[src/rtl/pipeline_hazard_controller_pkg.sv]
// Shared processor definitions: hazard-controller state encoding, drain-counter
// width, forwarding-select encodings and the pipeline control bundle.
package pipeline_hazard_controller_pkg;

    localparam int DRAIN_CNT_W = 4;

    localparam logic [1:0] ST_RUN      = 2'd0;
    localparam logic [1:0] ST_MEM_WAIT = 2'd1;
    localparam logic [1:0] ST_DRAIN    = 2'd2;
    localparam logic [1:0] ST_SWITCH   = 2'd3;

    typedef enum logic [1:0] {
        FWD_NONE = 2'b00,
        FWD_WB   = 2'b01,
        FWD_MEM  = 2'b10
    } fwd_sel_e;

    typedef struct packed {
        logic pc_stall;
        logic if_id_stall;
        logic id_ex_bubble;
        logic if_id_flush;
        logic global_stall;
    } hz_ctrl_t;

endpackage

[src/rtl/pipeline_hazard_controller_hazard_compare.sv]
// Load-use comparator: flags an ID-stage source that depends on the load in EX.
module hazard_compare #(
    parameter int REG_ADDR_W = 5
) (
    input  logic                  mem_read_EX,
    input  logic [REG_ADDR_W-1:0] wb_address_EX,
    input  logic [REG_ADDR_W-1:0] address1_ID,
    input  logic [REG_ADDR_W-1:0] address2_ID,
    input  logic                  use_rs1_ID,
    input  logic                  use_rs2_ID,
    output logic                  load_use
);

    logic rs1_match;
    logic rs2_match;

    assign rs1_match = use_rs1_ID && (address1_ID == wb_address_EX);
    assign rs2_match = use_rs2_ID && (address2_ID == wb_address_EX);

    // x0 is hard-wired zero, so a load targeting it never creates a dependency.
    assign load_use = mem_read_EX && (wb_address_EX != '0) && (rs1_match || rs2_match);

endmodule

[src/rtl/pipeline_hazard_controller.sv]
// Pipeline hazard controller: load-use stalls, branch flushes, cache-miss freeze
// and the drain/switch sequence used for a context-driven cache bank switch.
module pipeline_hazard_controller
    import pipeline_hazard_controller_pkg::*;
#(
    parameter int REG_ADDR_W   = 5,
    parameter int DRAIN_CYCLES = 3
) (
    input  logic                  CLK,
    input  logic                  RESET,
    input  logic                  mem_read_EX,
    input  logic [REG_ADDR_W-1:0] wb_address_EX,
    input  logic [REG_ADDR_W-1:0] address1_ID,
    input  logic [REG_ADDR_W-1:0] address2_ID,
    input  logic                  use_rs1_ID,
    input  logic                  use_rs2_ID,
    input  logic                  branch_taken_EX,
    input  logic                  icache_busy,
    input  logic                  dcache_busy,
    input  logic                  ctx_switch_req,
    input  logic                  cache_switch_done,
    output logic                  pc_stall,
    output logic                  if_id_stall,
    output logic                  id_ex_bubble,
    output logic                  if_id_flush,
    output logic                  global_stall,
    output logic                  hazard_detect_signal,
    output logic                  cache_switch_start,
    output logic                  ctx_switch_ack,
    output logic                  busy
);

    localparam logic [DRAIN_CNT_W-1:0] DRAIN_LOAD = DRAIN_CNT_W'(DRAIN_CYCLES);
    localparam logic [DRAIN_CNT_W-1:0] CNT_ONE    = {{(DRAIN_CNT_W-1){1'b0}}, 1'b1};

    logic [1:0]             state_q, state_d;
    logic [DRAIN_CNT_W-1:0] cnt_q, cnt_d;
    logic                   hd_q, hd_d;
    logic                   start_q, start_d;

    logic     load_use;
    logic     cache_busy;
    logic     run_like;
    logic     ack;
    hz_ctrl_t ctrl;

    hazard_compare #(
        .REG_ADDR_W (REG_ADDR_W)
    ) u_hazard_compare (
        .mem_read_EX   (mem_read_EX),
        .wb_address_EX (wb_address_EX),
        .address1_ID   (address1_ID),
        .address2_ID   (address2_ID),
        .use_rs1_ID    (use_rs1_ID),
        .use_rs2_ID    (use_rs2_ID),
        .load_use      (load_use)
    );

    assign cache_busy = icache_busy | dcache_busy;
    // The MEM_WAIT exit cycle behaves as a normal RUN cycle for the pipeline.
    assign run_like   = (state_q == ST_RUN) || (state_q == ST_MEM_WAIT);

    always_comb begin
        state_d = state_q;
        cnt_d   = cnt_q;
        hd_d    = hd_q;
        start_d = 1'b0;
        ack     = 1'b0;
        ctrl    = '0;
        if (state_q == ST_SWITCH) begin
            ctrl.pc_stall     = 1'b1;
            ctrl.global_stall = 1'b1;
            if (cache_switch_done) begin
                ack     = 1'b1;
                state_d = ST_RUN;
            end
        end else if (cache_busy) begin
            // Full freeze: counter and hazard flag hold until the miss resolves.
            ctrl.global_stall = 1'b1;
            if (state_q == ST_RUN) begin
                state_d = ST_MEM_WAIT;
            end
        end else begin
            if (branch_taken_EX) begin
                ctrl.if_id_flush  = 1'b1;
                ctrl.id_ex_bubble = 1'b1;
            end else if (run_like && load_use) begin
                ctrl.pc_stall     = 1'b1;
                ctrl.if_id_stall  = 1'b1;
                ctrl.id_ex_bubble = 1'b1;
            end
            hd_d = run_like && !branch_taken_EX && load_use;
            case (state_q)
                ST_RUN: begin
                    if (ctx_switch_req) begin
                        state_d = ST_DRAIN;
                        cnt_d   = DRAIN_LOAD;
                    end
                end
                ST_MEM_WAIT: state_d = ST_RUN;
                default: begin
                    ctrl.pc_stall     = 1'b1;
                    ctrl.id_ex_bubble = 1'b1;
                    cnt_d             = cnt_q - CNT_ONE;
                    if (cnt_q <= CNT_ONE) begin
                        cnt_d   = '0;
                        state_d = ST_SWITCH;
                        start_d = 1'b1;
                    end
                end
            endcase
        end
    end

    always_ff @(posedge CLK or posedge RESET) begin
        if (RESET) begin
            state_q <= ST_RUN;
            cnt_q   <= '0;
            hd_q    <= 1'b0;
            start_q <= 1'b0;
        end else begin
            state_q <= state_d;
            cnt_q   <= cnt_d;
            hd_q    <= hd_d;
            start_q <= start_d;
        end
    end

    assign pc_stall             = ~RESET & ctrl.pc_stall;
    assign if_id_stall          = ~RESET & ctrl.if_id_stall;
    assign id_ex_bubble         = ~RESET & ctrl.id_ex_bubble;
    assign if_id_flush          = ~RESET & ctrl.if_id_flush;
    assign global_stall         = ~RESET & ctrl.global_stall;
    assign hazard_detect_signal = ~RESET & hd_q & ~ctrl.global_stall;
    assign cache_switch_start   = ~RESET & start_q;
    assign ctx_switch_ack       = ~RESET & ack;
    assign busy                 = ~RESET & (state_q != ST_RUN);

endmodule

[config.mk]
export PLATFORM = sky130hd
export DESIGN_NAME = pipeline_hazard_controller
export DESIGN_NICKNAME = d
export VERILOG_FILES = /design/src/rtl/pipeline_hazard_controller_pkg.sv /design/src/rtl/pipeline_hazard_controller_hazard_compare.sv /design/src/rtl/pipeline_hazard_controller.sv
export SDC_FILE = /design/constraint.sdc
export NUM_CORES = 1
export LEC_CHECK = 0
export ABC_AREA = 1
export CELL_PAD_IN_SITES_DETAIL_PLACEMENT = 0
export CELL_PAD_IN_SITES_GLOBAL_PLACEMENT = 2
export CORE_ASPECT_RATIO = 2
export CORE_UTILIZATION = 19
export DETAILED_ROUTE_END_ITERATION = 10
export HOLD_SLACK_MARGIN = 0.15
export PLACE_DENSITY = 0.8
export REMOVE_ABC_BUFFERS = 1
export SLEW_MARGIN = 20
export SYNTH_ARGS = -nofsm -noshare
export SYNTH_HDL_FRONTEND = slang
export SYNTH_SLANG_ARGS = --single-unit
export TNS_END_PERCENT = 10
[constraint.sdc]
create_clock -name CLK -period 1.75 [get_ports CLK]
set_clock_uncertainty 0.05 [all_clocks]
set_input_delay 0.35 -clock CLK [delete_from_list [all_inputs] [get_ports CLK]]
set_output_delay 0.35 -clock CLK [all_outputs]
set_load 0.01 [all_outputs]
### After elaboration in Yosys (flattened, before gate mapping)

Cells that the tools add are included.

| word-level totals | value |
|---|---|
| bits in registers | 8 |
| input port bits | 25 |

| operators by class | value |
|---|---|
| magnitude comparators | 1 |
| reductions and logical operators | 18 |
| mux-type cells | 27 |
| equal/unequal tests | 8 |
| bitwise gates (word level) | 16 |
| add/subtract/negate cells | 1 |

Operator list:

| cell | count |
|---|---|
| 2-bit two-way mux | 7 |
| 1-bit two-way mux | 13 |
| 4-bit two-way mux | 3 |
| 1-bit AND | 10 |
| 5-bit == test | 2 |
| 4-bit case mux with 2 select lines | 1 |
| 4-bit AND reduction | 2 |
| 1-bit logical AND | 7 |
| 3-bit two-way mux | 2 |
| 1-bit inverter | 5 |
| 5-bit nonzero test | 1 |
| 4-bit by 1-bit less-or-equal comparator with 1-bit output (second input constant) | 1 |
| 2-bit inequality test (second input constant) | 2 |
| 4-bit by 3-bit inequality test with 1-bit output (second input constant) | 1 |
| 2-bit case mux with 2 select lines | 1 |
| 4-bit nonzero test | 1 |
| 4-bit by 1-bit subtractor with 4-bit output (second input constant) | 1 |
| 3-bit by 1-bit inequality test with 1-bit output (second input constant) | 1 |
| 2-bit by 1-bit == test with 1-bit output (second input constant) | 1 |
| 2-bit == test (second input constant) | 1 |
| 2-bit logical NOT | 1 |
| 1-bit logical OR | 2 |
| 2-bit AND reduction | 1 |
| 2-bit nonzero test | 1 |
| other kinds (3) | 3 |

### Longest topological paths before layout

| logic depth | value |
|---|---|
| depth in word-level cells | 11 |
| mapped depth | 9 |

### Cells and area by module

A second synthesis with hierarchy kept.

| unflattened totals | value |
|---|---|
| cell total of the unflattened synthesis | 148 |
| area, all modules | 844.6 µm² |

By module, submodules not included:

| module | area each (µm²) | sequential area each (µm²) | instances | cells each |
|---|---|---|---|---|
| pipeline_hazard_controller | 628.1 | 200.2 | 1 | 93 |
| hazard_compare | 216.5 | 0.0 | 1 | 55 |

### Worst setup path before layout

No wires, ideal clock.

| path | value |
|---|---|
| kind | input to output |
| start | in wb_address_EX[3] |
| end | out pc_stall |
| path slack | 0.320 ns |
| required time | 1.350 ns |
| path buffers | 0 |
| stages on the path | 8 |
| data arrival time | 1.030 ns |
| cell sequence | inv_1 > nand2_1 > nand2_1 > nor2_1 > nand3_1 > nand2_1 > nand3_1 > a21oi_1 |

| between the ends | value |
|---|---|
| word-level cells in the longest chain between the ends | 11 |

RTL lines:

| what | RTL line | source |
|---|---|---|
| start: declaration | pipeline_hazard_controller.sv:12 | `input logic [REG_ADDR_W-1:0] wb_address_EX,` |
| 5-bit == test, on equally long branches | pipeline_hazard_controller_hazard_compare.sv:17, pipeline_hazard_controller_hazard_compare.sv:18 |  |
| 1-bit logical AND, on equally long branches | pipeline_hazard_controller_hazard_compare.sv:17, pipeline_hazard_controller_hazard_compare.sv:18 |  |
| 1-bit logical OR | pipeline_hazard_controller_hazard_compare.sv:21 | `assign load_use = mem_read_EX && (wb_address_EX != '0) && (rs1_match \|\| rs2_match);` |
| 1-bit logical AND * | pipeline_hazard_controller_hazard_compare.sv:21 |  |
| 1-bit logical AND * | pipeline_hazard_controller.sv:87 | `end else if (run_like && load_use) begin` |
| 3-bit two-way mux * | pipeline_hazard_controller.sv:87 |  |
| 2-bit two-way mux * | pipeline_hazard_controller.sv:84 | `if (branch_taken_EX) begin` |
| 1-bit two-way mux * | pipeline_hazard_controller.sv:93 | `case (state_q)` |
| 4-bit two-way mux * | pipeline_hazard_controller.sv:77 | `end else if (cache_busy) begin` |
| 1-bit two-way mux * | pipeline_hazard_controller.sv:70 | `if (state_q == ST_SWITCH) begin` |
| 1-bit AND * | pipeline_hazard_controller.sv:129 | `assign pc_stall = ~RESET & ctrl.pc_stall;` |
| end: declaration | pipeline_hazard_controller.sv:22 | `output logic pc_stall,` |

Mark *: on every way between the ends. The rest lies on a longest branch, timed or not.

### Worst setup path in the final report

| path | value |
|---|---|
| start | in address1_ID[0] |
| end | out pc_stall |

| between the ends | value |
|---|---|
| word-level cells in the longest chain between the ends | 11 |

RTL lines:

| what | RTL line | source |
|---|---|---|
| start: declaration | pipeline_hazard_controller.sv:13 | `input logic [REG_ADDR_W-1:0] address1_ID,` |
| 5-bit == test | pipeline_hazard_controller_hazard_compare.sv:17 | `assign rs1_match = use_rs1_ID && (address1_ID == wb_address_EX);` |
| 1-bit logical AND | pipeline_hazard_controller_hazard_compare.sv:17 |  |
| 1-bit logical OR | pipeline_hazard_controller_hazard_compare.sv:21 |  |
| 1-bit logical AND | pipeline_hazard_controller_hazard_compare.sv:21 |  |
| 1-bit logical AND | pipeline_hazard_controller.sv:87 |  |
| 3-bit two-way mux | pipeline_hazard_controller.sv:87 |  |
| 2-bit two-way mux | pipeline_hazard_controller.sv:84 |  |
| 1-bit two-way mux | pipeline_hazard_controller.sv:93 |  |
| 4-bit two-way mux | pipeline_hazard_controller.sv:77 |  |
| 1-bit two-way mux | pipeline_hazard_controller.sv:70 |  |
| 1-bit AND | pipeline_hazard_controller.sv:129 |  |

Every way passes these cells.

==> metrics.json <==
{
  "r2r_slack": {"value": 0.23, "unit": "ns"},
  "post_drt_wl_per_cell": {"value": 10.5, "unit": "um"},
  "finalWorstSetupSlack": {"value": 0.0711, "unit": "ns"},
  "clockBufferDepth": {"value": 2},
  "finalCritPeriodShare": {"value": 95.9, "unit": "%"},
  "final_layout_size_suffix_gt1_share": {"value": 39.2, "unit": "%"},
  "groute.usage.overall": {"value": 12.2, "unit": "%"},
  "cts_buffers": {"value": 3},
  "cells_on_worst_reg2reg_path": {"value": 9},
  "irDropWorstVdd": {"value": 603, "unit": "uV"},
  "syn-cell-area": {"value": 771, "unit": "um^2"},
  "asyncSetResetFlopFracSynth": {"value": 100, "unit": "%"},
  "rr_endpoint": {"value": "state_q[0]$_DFFE_PP0P_"},
  "clk_latency": {"value": 0.23, "unit": "ns"},
  "detailed_place.area": {"value": 0.00127, "unit": "mm^2"},
  "setup_violations": {"value": 0},
  "register_area": {"value": 200, "unit": "um^2"},
  "timing.max_slew.rel_slack": {"value": 84.3, "unit": "%"},
  "placement.io_buffers": {"value": 33},
  "number_of_antenna_violations_at_the_first_check_in_global_routing": {"value": 0},
  "ys_dominant_reg_cell": {"value": "sky130_fd_sc_hd__dfrtp_1"},
  "yosys_warnings": {"value": 0},
  "remaining_drc_errors": {"value": 0},
  "crit_required": {"value": 1.35, "unit": "ns"},
  "yosys-top-cells-area": {"value": "sky130_fd_sc_hd__dfrtp_1, sky130_fd_sc_hd__nand2_1, sky130_fd_sc_hd__inv_1"},
  "arrival": {"value": 1.28, "unit": "ns"},
  "yosysUniqueCellTypes": {"value": 19},
  "clock_root_buffer": {"value": "sky130_fd_sc_hd__clkbuf_8"},
  "grt_start_max_net_pins": {"value": 7},
  "pre_cts_worst_setup_slack": {"value": -0.882, "unit": "ns"},
  "slowest_stage": {"value": "sky130_fd_sc_hd__buf_2"},
  "yosysTopAreaCellShare": {"value": 26.0, "unit": "%"},
  "filler_cell_count": {"value": 453},
  "dieArea": {"value": 0.00433, "unit": "mm^2"},
  "vias": {"value": 1004},
  "detail_route.wirelength": {"value": 2510, "unit": "um"},
  "sequential_to_total_area_share_from_yosys_stat": {"value": 26.0, "unit": "%"},
  "worst_setup_hold_path_clk_slew": {"value": 0.04, "unit": "ns"},
  "timing_worst_setup_path_type": {"value": "in -> out"},
  "ys_seq_elements": {"value": 8},
  "cts_tree": {"value": "yes"},
  "grt_first_pass_wirelength": {"value": 3820, "unit": "um"},
  "grt_overflow_total": {"value": 0},
  "setup.worst_path.end_class": {"value": "primary output"},
  "drv_slew": {"value": 0},
  "number_of_global_route_vias_before_repair": {"value": 1020},
  "post_synth_most_frequent_cells": {"value": "sky130_fd_sc_hd__nand2_1, sky130_fd_sc_hd__inv_1, sky130_fd_sc_hd__nor2_1, sky130_fd_sc_hd__dfrtp_1, sky130_fd_sc_hd__o21ai_0"},
  "max_clock_freq": {"value": 0.596, "unit": "GHz"},
  "status": {"value": "finished clean"},
  "clock_sinks": {"value": 8},
  "synthMostInstantiatedCell": {"value": "sky130_fd_sc_hd__nand2_1"},
  "1st_iter_drt_viols": {"value": 14},
  "total_of_max_cap_violations": {"value": 0},
  "dr.pass1.iters": {"value": 4},
  "power.static_leakage": {"value": 0.000770, "unit": "uW"},
  "multi_input_gate_area": {"value": 519, "unit": "um^2"},
  "cp-start-kind": {"value": "input port"},
  "core_area": {"value": 0.00388, "unit": "mm^2"},
  "critPathMostFrequentCell": {"value": "sky130_fd_sc_hd__nand2_1"},
  "critical_path.cell_chain": {"value": "clkbuf_2 -> inv_1 -> nand2_1 -> nand2_1 -> nor2_2 -> nand3_1 -> nand2_2 -> nand3_2 -> a21oi_1 -> buf_2"},
  "critical_path.top_delay_family": {"value": "simple AND/OR/NAND/NOR gates"},
  "worstPathMaxFanout": {"value": 3},
  "syn_avg_cell_area": {"value": 5.71, "unit": "um^2"},
  "final_antenna_net_count": {"value": 0},
  "post_drt_via_cell_ratio": {"value": 4.18},
  "report.final.hold_viol_count": {"value": 0},
  "cell_taking_the_most_area_after_synthesis": {"value": "sky130_fd_sc_hd__dfrtp_1"},
  "hpwl": {"value": 2180, "unit": "um"},
  "h-tree-depth": {"value": 1},
  "synthCells": {"value": 135},
  "crit_path_max_incr_delay": {"value": 0.14, "unit": "ns"},
  "finish.net_count": {"value": 218},
  "start_util": {"value": 19.8, "unit": "%"},
  "die_height": {"value": 92.1, "unit": "um"},
  "tightest_pin_transition": {"value": 0.234, "unit": "ns"},
  "placementRows": {"value": 32},
  "p_per_area": {"value": 862, "unit": "mW/mm^2"},
  "timing.critical_path.buf_inv": {"value": 3},
  "synth_edf_count": {"value": 0},
  "final_cell_area": {"value": 0.00133, "unit": "mm^2"},
  "gpl.final_weighted_congestion": {"value": 0.770},
  "antenna-diode-count": {"value": 0},
  "ios": {"value": 34},
  "areaGrowthSynthToFinish": {"value": 72.7, "unit": "%"},
  "class_of_the_most_critical_hold_timing_path": {"value": "in -> async"},
  "min_clock_period_post_route": {"value": 1.68, "unit": "ns"},
  "floorplan.die.width": {"value": 47.0, "unit": "um"},
  "regToRegStartpoint": {"value": "cnt_q[0]$_DFFE_PP0P_"}
}
-- worst reg2reg max path, stage by stage (launching register included) --
cell and delay (ns):
sky130_fd_sc_hd__dfrtp_1 0.40, sky130_fd_sc_hd__inv_1 0.08, sky130_fd_sc_hd__ha_1 0.18, sky130_fd_sc_hd__nor2_1 0.08, sky130_fd_sc_hd__nor3_4 0.18, sky130_fd_sc_hd__nor2_1 0.07
sky130_fd_sc_hd__nor2_1 0.11, sky130_fd_sc_hd__nand3_2 0.11, sky130_fd_sc_hd__nand2_1 0.07, sky130_fd_sc_hd__o21ai_1 0.06
-- cell type report --
| class | instances | share of cell area, % |
|---|---|---|
| multi-input cells | 97 | 39.0 |
| repair buffers | 51 | 29.4 |
| flip-flops and latches | 8 | 15.0 |
| inverters | 30 | 8.65 |
| well taps | 51 | 4.79 |
| clock buffers | 3 | 3.10 |
-- report_power, final --
part           internal, uW  total, uW  switching [uW]
Combinational           269        617             348
Sequential              249        312            63.7
Clock                   149        219            70.1
-- repair_timing --
item / in CTS / in global routing
gates resized for setup: 63 / 52
endpoints found under the setup margin: 9 / 7
pin swaps: 13 / 20
hold endpoints to repair: 0 / 1
hold buffers: 0 / 1
setup buffers: 2 / 1
-- routing by layer --
metal  up-vias  global-route usage (%)  share of wire, %
met4         0                    4.29               1.4
met3         5                    1.77               4.2
met1       458                    8.25                30
met2        29                    26.9                64
met5         -                       0                 0
li1        512                       -                 -
-- flip-flops by register name, indices dropped and copies added, names as in the netlist --
| signal | count |
|---|---|
| cnt_q | 4 |
| hd_q | 1 |
| start_q | 1 |
| state_q | 2 |
-- worst max path at each step --
stage / slack [ns] / from / depth (start not counted) / endpoint
2_1_floorplan: 0.32 / wb_address_EX[3] / 8 / pc_stall
3_3_place_gp: -0.86 / wb_address_EX[3] / 10 / pc_stall
3_5_place_dp: -0.88 / wb_address_EX[3] / 10 / pc_stall
4_1_cts: -0.10 / wb_address_EX[3] / 10 / pc_stall
5_1_grt: -0.003 / address1_ID[0] / 10 / pc_stall
6_report: 0.07 / address1_ID[0] / 10 / pc_stall
-- cell usage in the layout, fill, tap and decap left out --
cell and instances:
sky130_fd_sc_hd__a22oi_1 1, sky130_fd_sc_hd__a21oi_2 1, sky130_fd_sc_hd__nand2_4 1, sky130_fd_sc_hd__nor3_4 1, sky130_fd_sc_hd__ha_1 2, sky130_fd_sc_hd__dlygate4sd2_1 5, sky130_fd_sc_hd__nand3_2 3, sky130_fd_sc_hd__nor2_2 11
sky130_fd_sc_hd__nand4_1 1, sky130_fd_sc_hd__buf_4 16, sky130_fd_sc_hd__buf_2 6, sky130_fd_sc_hd__o21ai_0 6, sky130_fd_sc_hd__nand2_1 36, sky130_fd_sc_hd__dlygate4sd3_1 1, sky130_fd_sc_hd__dfrtp_1 8, sky130_fd_sc_hd__nand3_1 2
sky130_fd_sc_hd__nand2_2 7, sky130_fd_sc_hd__clkbuf_2 12, sky130_fd_sc_hd__clkbuf_8 3, sky130_fd_sc_hd__inv_1 23, sky130_fd_sc_hd__inv_4 1, sky130_fd_sc_hd__clkdlybuf4s50_1 2, sky130_fd_sc_hd__xor2_1 1, sky130_fd_sc_hd__buf_6 4
sky130_fd_sc_hd__nor2_4 2, sky130_fd_sc_hd__a21oi_1 3, sky130_fd_sc_hd__dlymetal6s2s_1 5, sky130_fd_sc_hd__o31ai_1 1, sky130_fd_sc_hd__o21ai_1 4, sky130_fd_sc_hd__inv_2 6, sky130_fd_sc_hd__nor2_1 14
-- kinds of logic (layout without fill, tap and decap cells) --
logic type	after synthesis	after routing	synth area share, %
AND/OR/NAND/NOR	78	78	44.0
buffers and inverters	30	84	14.6
AO/OA/AOI/OAI	16	16	11.0
flip-flops	8	8	26.0
adder cells (fa/ha/maj)	2	2	3.25
XOR/XNOR	1	1	1.14
-- through the flow --
step           power, uW  setup TNS [ns]  hold WS, ns  util (%)  std cells
2_1_floorplan        654               0        0.146         -        135
3_3_place_gp         922           -4.77        0.430      32.7        233
3_5_place_dp         936           -4.91        0.453      32.7        233
4_1_cts             1150          -0.267        0.426      33.4        238
5_1_grt             1250        -0.00349        0.241      34.3        240
6_report            1150               0        0.228      34.3        240
(Power assumes the default switching activity.)
